--- src/rtl/ask_baseband_gen.sv ---
// ASK baseband symbol generator: 1,0 preamble then PRBS-7 data, with a signed level out.
// Define ASK_RAMP_SHAPE_EN to slew mod_signal 1 LSB per clk instead of stepping it.
module ask_baseband_gen #(
    parameter int SYM_DIV = 50000,
    parameter int PRE_LEN = 8,
    parameter int LEVEL   = 63
) (
    input  logic              clk,
    input  logic              rst_n,
    input  logic              start,
    input  logic              stop,
    output logic              din,
    output logic signed [6:0] mod_signal,
    output logic              sym_stb,
    output logic              busy
);

    localparam int TW = $clog2(SYM_DIV);
    localparam logic [TW-1:0] T_LAST = TW'(SYM_DIV - 1);
    localparam logic [7:0] P_LAST = 8'(PRE_LEN - 1);
    localparam logic signed [6:0] LV_P = 7'(LEVEL);
    localparam logic signed [6:0] LV_N = 7'(-LEVEL);

    typedef enum logic [1:0] {
        IDLE,
        PREAMBLE,
        DATA
    } state_t;

    state_t            state_q, state_d;
    logic [TW-1:0]     timer_q, timer_d;
    logic [7:0]        pre_q, pre_d;
    logic [6:0]        lfsr_q, lfsr_d;
    logic              stop_req_q, stop_req_d;
    logic              din_d, busy_d, sym_stb_d;
    logic signed [6:0] mod_d;
    logic              bnd;
    logic [6:0]        lfsr_sh;

    assign bnd     = (state_q != IDLE) && (timer_q == T_LAST);
    assign lfsr_sh = {lfsr_q[5:0], lfsr_q[6] ^ lfsr_q[5]};

    always_comb begin
        state_d    = state_q;
        timer_d    = timer_q;
        pre_d      = pre_q;
        lfsr_d     = lfsr_q;
        stop_req_d = stop_req_q;
        din_d      = din;
        unique case (state_q)
            IDLE: begin
                timer_d    = '0;
                stop_req_d = 1'b0;
                if (start) begin
                    state_d = PREAMBLE;
                    din_d   = 1'b1;
                    pre_d   = '0;
                    lfsr_d  = 7'h7F;
                end
            end
            PREAMBLE, DATA: begin
                timer_d = bnd ? '0 : timer_q + TW'(1);
                if (stop) stop_req_d = 1'b1;
                if (bnd) begin
                    if (stop_req_q) begin
                        state_d    = IDLE;
                        din_d      = 1'b0;
                        stop_req_d = 1'b0;
                    end else if (state_q == PREAMBLE && pre_q != P_LAST) begin
                        din_d = ~din;
                        pre_d = pre_q + 8'd1;
                    end else begin
                        // Entry into DATA already consumes the first PRBS bit
                        state_d = DATA;
                        din_d   = lfsr_q[6];
                        lfsr_d  = lfsr_sh;
                    end
                end
            end
            default: state_d = IDLE;
        endcase
    end

    assign busy_d    = (state_d != IDLE);
    assign sym_stb_d = busy_d && (timer_d == T_LAST);

`ifdef ASK_RAMP_SHAPE_EN
    logic signed [6:0] tgt;

    assign tgt = busy ? (din ? LV_P : LV_N) : 7'sd0;

    always_comb begin
        mod_d = mod_signal;
        if (mod_signal < tgt) begin
            mod_d = mod_signal + 7'sd1;
        end else if (mod_signal > tgt) begin
            mod_d = mod_signal - 7'sd1;
        end
    end
`else
    assign mod_d = busy_d ? (din_d ? LV_P : LV_N) : 7'sd0;
`endif

    always_ff @(posedge clk or negedge rst_n) begin
        if (!rst_n) begin
            state_q    <= IDLE;
            timer_q    <= '0;
            pre_q      <= '0;
            lfsr_q     <= 7'h7F;
            stop_req_q <= 1'b0;
            din        <= 1'b0;
            mod_signal <= '0;
            sym_stb    <= 1'b0;
            busy       <= 1'b0;
        end else begin
            state_q    <= state_d;
            timer_q    <= timer_d;
            pre_q      <= pre_d;
            lfsr_q     <= lfsr_d;
            stop_req_q <= stop_req_d;
            din        <= din_d;
            mod_signal <= mod_d;
            sym_stb    <= sym_stb_d;
            busy       <= busy_d;
        end
    end

endmodule

--- config.mk ---
export PLATFORM = sky130hd
export DESIGN_NAME = ask_baseband_gen
export DESIGN_NICKNAME = d
export VERILOG_FILES = /design/src/rtl/ask_baseband_gen.sv
export SDC_FILE = /design/constraint.sdc
export NUM_CORES = 1
export LEC_CHECK = 0
export ABC_AREA = 1
export BUFFER_PORTS_ARGS = -buffer_cell sky130_fd_sc_hd__buf_2
export CORE_MARGIN = 3
export CORE_UTILIZATION = 47
export CTS_CLUSTER_DIAMETER = 30
export DETAILED_ROUTE_END_ITERATION = 7
export GPL_TIMING_DRIVEN = 0
export PLACE_DENSITY = 0.74
export SETUP_SLACK_MARGIN = 0.3
export SKIP_LAST_GASP = 1
export SLEW_MARGIN = 30
export SYNTH_ARGS = -nofsm -noshare
export SYNTH_HDL_FRONTEND = slang
export SYNTH_SLANG_ARGS = --single-unit
--- constraint.sdc ---
create_clock -name clk -period 2.4 [get_ports clk]
set_input_delay 0.24 -clock clk [delete_from_list [all_inputs] [get_ports clk]]
set_output_delay 0.24 -clock clk [all_outputs]
set_load 0.05 [all_outputs]
==> results.yml <==
clocking:
  clkTransAtPathRegs_ns: 0.08
  cts_root_buf: "clkbuf_8"
  htreeDepth: 2
  clk_latency_ns: 0.30
  cts-buffers-inserted: 5
  postCtsHoldBufs: 0
  cts_sinks: 39
  cts_tree: "yes"
  clk_path_buf_depth: 2
setup_path:
  cp.required_ns: 2.63
  worst-setup-path-type: "flip-flop to flip-flop"
  crit_family: "simple AND/OR/NAND/NOR gates"
  crit_buf_inv: 1
  cp_slowest_stage_delay_ns: 0.41
  crit_chain: "inv_1 -> ha_1 -> nor2_1 -> nand2_1 -> nor2_2 -> nand2_2 -> nand2_2 -> nand2_4 -> a21oi_1 -> nand2_1 -> nor2_1 -> nand2_1 -> nor2_1"
  cp-end-kind: "flip-flop"
  arrival_ns: 2.20
  critPathMaxFanout: 9
  startpoint_type: "flip-flop"
  r2r_slack_ns: 0.44
  slowest_stage: "dfrtp_1"
global_route:
  grt_max_degree: 40
  grt_usage: 0.192
  grt_pass1_vias: 2085
  antenna_found_initial: 0
  gr-total-overflow: 0
  grt_pass1_wl_um: 9460
detailed_routing:
  ant_nets: 0
  vias_per_cell: 5.15
  vias: 2185
  drt_wl_total_um: 5240
  dr.pass1.iters: 4
  drt_iter0_markers: 164
  drc: 0
  avgRoutedWirePerCell_um: 12.3
floorplanning:
  die_area_um2: 6110
  num_rows: 25
  io_pins: 14
  die_x_um: 78.1
  start_util: 0.501
  dieHeight_um: 78.1
  core_um2: 4880
layout:
  fill_cells: 458
  syn_to_final_growth_pct: 13.1
  finalNetCount: 365
  insertedDiodeCount: 0
  design_area_um2: 2770
  layout-drive-gt1-share: 0.193
sta:
  tightest_slew_ns: 0.853
  finalSetupViolCount: 0
  slew_violations: 0
  max_slew_margin: 0.431
  hold_slack_ns: 0.0433
  period_share: 0.817
  fin_setup_tns_ns: 0
  rsz0062_at_grt: "yes"
  post-route-min-period_ns: 1.96
  finalClockSkew_ns: 0.0113
  timing.fmax_mhz: 510
  finalWorstSetupSlack_ns: 0.438
  hold_violations: 0
synth:
  syn_inst: 334
  avgSynthCellArea_um2: 7.32
  yosys-top-cells-area: "dfrtp_1 (33%), nand2_1 (13%), dfstp_2 (7.5%)"
  synth_seq_cells: 39
  netlist_area_um2: 2450
  synth_warnings: 0
  synth_top_flop_cell: "dfrtp_1"
  yosys-top-cells-count: "nand2_1 (84), inv_1 (42), nor2_1 (41)"
  synth_nets: 343
  netlist.area_leader.share: 0.327
  yosysMostFrequentCell: "nand2_1"
  synth_top_cell_by_area: "dfrtp_1"
  synth_cell_types: 32
  ys_async_sr_fraction: 1.00
  yosysSeqAreaShare: 0.403
  synth-edff-count: 0
power_and_ir_drop:
  finalPower_w: 0.00295
  power_leakage_nw: 1.38
  ir_drop_mv: 0.555
  p_per_area_nw_per_um2: 1070
placement:
  place_area_um2: 2590
  pre_cts_slack_ns: 0.405
  gp_congestion: 0.878
  hpwl_um: 3830
  io_buffers: 13
outcome:
  status: "finished clean"
job:
  cap_violations: 0
worst_hold_path:
  hold_path.class: "input pin to async pin"
[worst paths after layout]
| path | start | end | cells past startpoint |
|---|---|---|---|
| max | state_q[0]$_DFF_PN0_ | sym_stb$_DFF_PN0_ | 13 |
| min in group clk | stop | stop_req_q$_DFFE_PN0N_ | 3 |
| min reg2reg | lfsr_q[4]$_DFFE_PN1P_ | lfsr_q[4]$_DFFE_PN1P_ | 2 |
| min | rst_n | pre_q[2]$_DFFE_PN0P_ | 1 |
| max reg2reg | state_q[0]$_DFF_PN0_ | sym_stb$_DFF_PN0_ | 13 |
| max in group asynchronous | rst_n | timer_q[2]$_DFF_PN0_ | 1 |
[registers in the layout (all words and copies together), names as in the netlist]
name	count
mod_signal	3
stop_req_q	1
sym_stb	1
state_q	2
pre_q	8
timer_q	16
din	1
lfsr_q	7
[layout by cell type, fill, tap and decap left out, types with 4 or more instances in the layout]
cell type	synthesis	routed
dfstp_2	7	7
dfrtp_1	32	32
o21ai_1	4	4
nand4_1	6	6
nor2_2	5	5
xor2_1	5	5
clkbuf_8	0	5
buf_4	6	7
o21ai_2	7	6
ha_1	5	5
nor2_1	41	41
nand3_1	30	29
inv_1	42	42
buf_2	1	14
nand2_2	5	4
nand2_1	84	84
o21ai_0	9	9
a21oi_1	15	15
nor3_1	6	6
[stage by stage]
stage,cells,utilization
2_1_floorplan,334,-
3_3_place_gp,414,0.532
3_5_place_dp,414,0.532
4_1_cts,422,0.559
5_1_grt,424,0.567
6_report,424,0.567
[logic make-up after synthesis]
logic type,count (synthesis),share of synthesized area
AND/OR/NAND/NOR,184,0.334
buffers and inverters,58,0.105
AO/OA/AOI/OAI,41,0.107
flip-flops,39,0.403
XOR/XNOR,6,0.0215
adder cells (fa/ha/maj),5,0.0256
multiplexers,1,0.00409
[where the power goes]
| group | internal (W) | leakage, nW | switching (W) |
|---|---|---|---|
| Clock | 0.000416 | 0.0654 | 0.000237 |
| Sequential | 0.000858 | 0.504 | 0.000128 |
| Combinational | 0.000424 | 0.808 | 0.000887 |
| Total | 0.00170 | 1.38 | 0.00125 |
[final cells by class]
cell class,instances,area [µm²],area share
Inverter,47,179,0.0647
Clock inverter,2,60.1,0.0217
Sequential cell,39,985,0.356
Clock buffer,6,72.6,0.0262
Timing Repair Buffer,15,80.1,0.0289
Buffer,11,85.1,0.0308
Tap cell,67,83.8,0.0303
Multi-Input combinational cell,237,1220,0.441
[what timing repair did]
item                       CTS  global route
buffers inserted             0             2
resized for setup            0             7
setup endpoints to repair    0             6
[metal layers]
metal  part of all wire  wire length [µm]  GRT usage  up-vias
met5                  0                 0          0        -
met4              0.020               105     0.0682        0
met3              0.064               335     0.0459       13
met2               0.45              2360      0.293       73
met1               0.46              2430      0.265      997
li1                   -                 -          -     1102
Note: power is estimated with default switching activity, not from simulation.
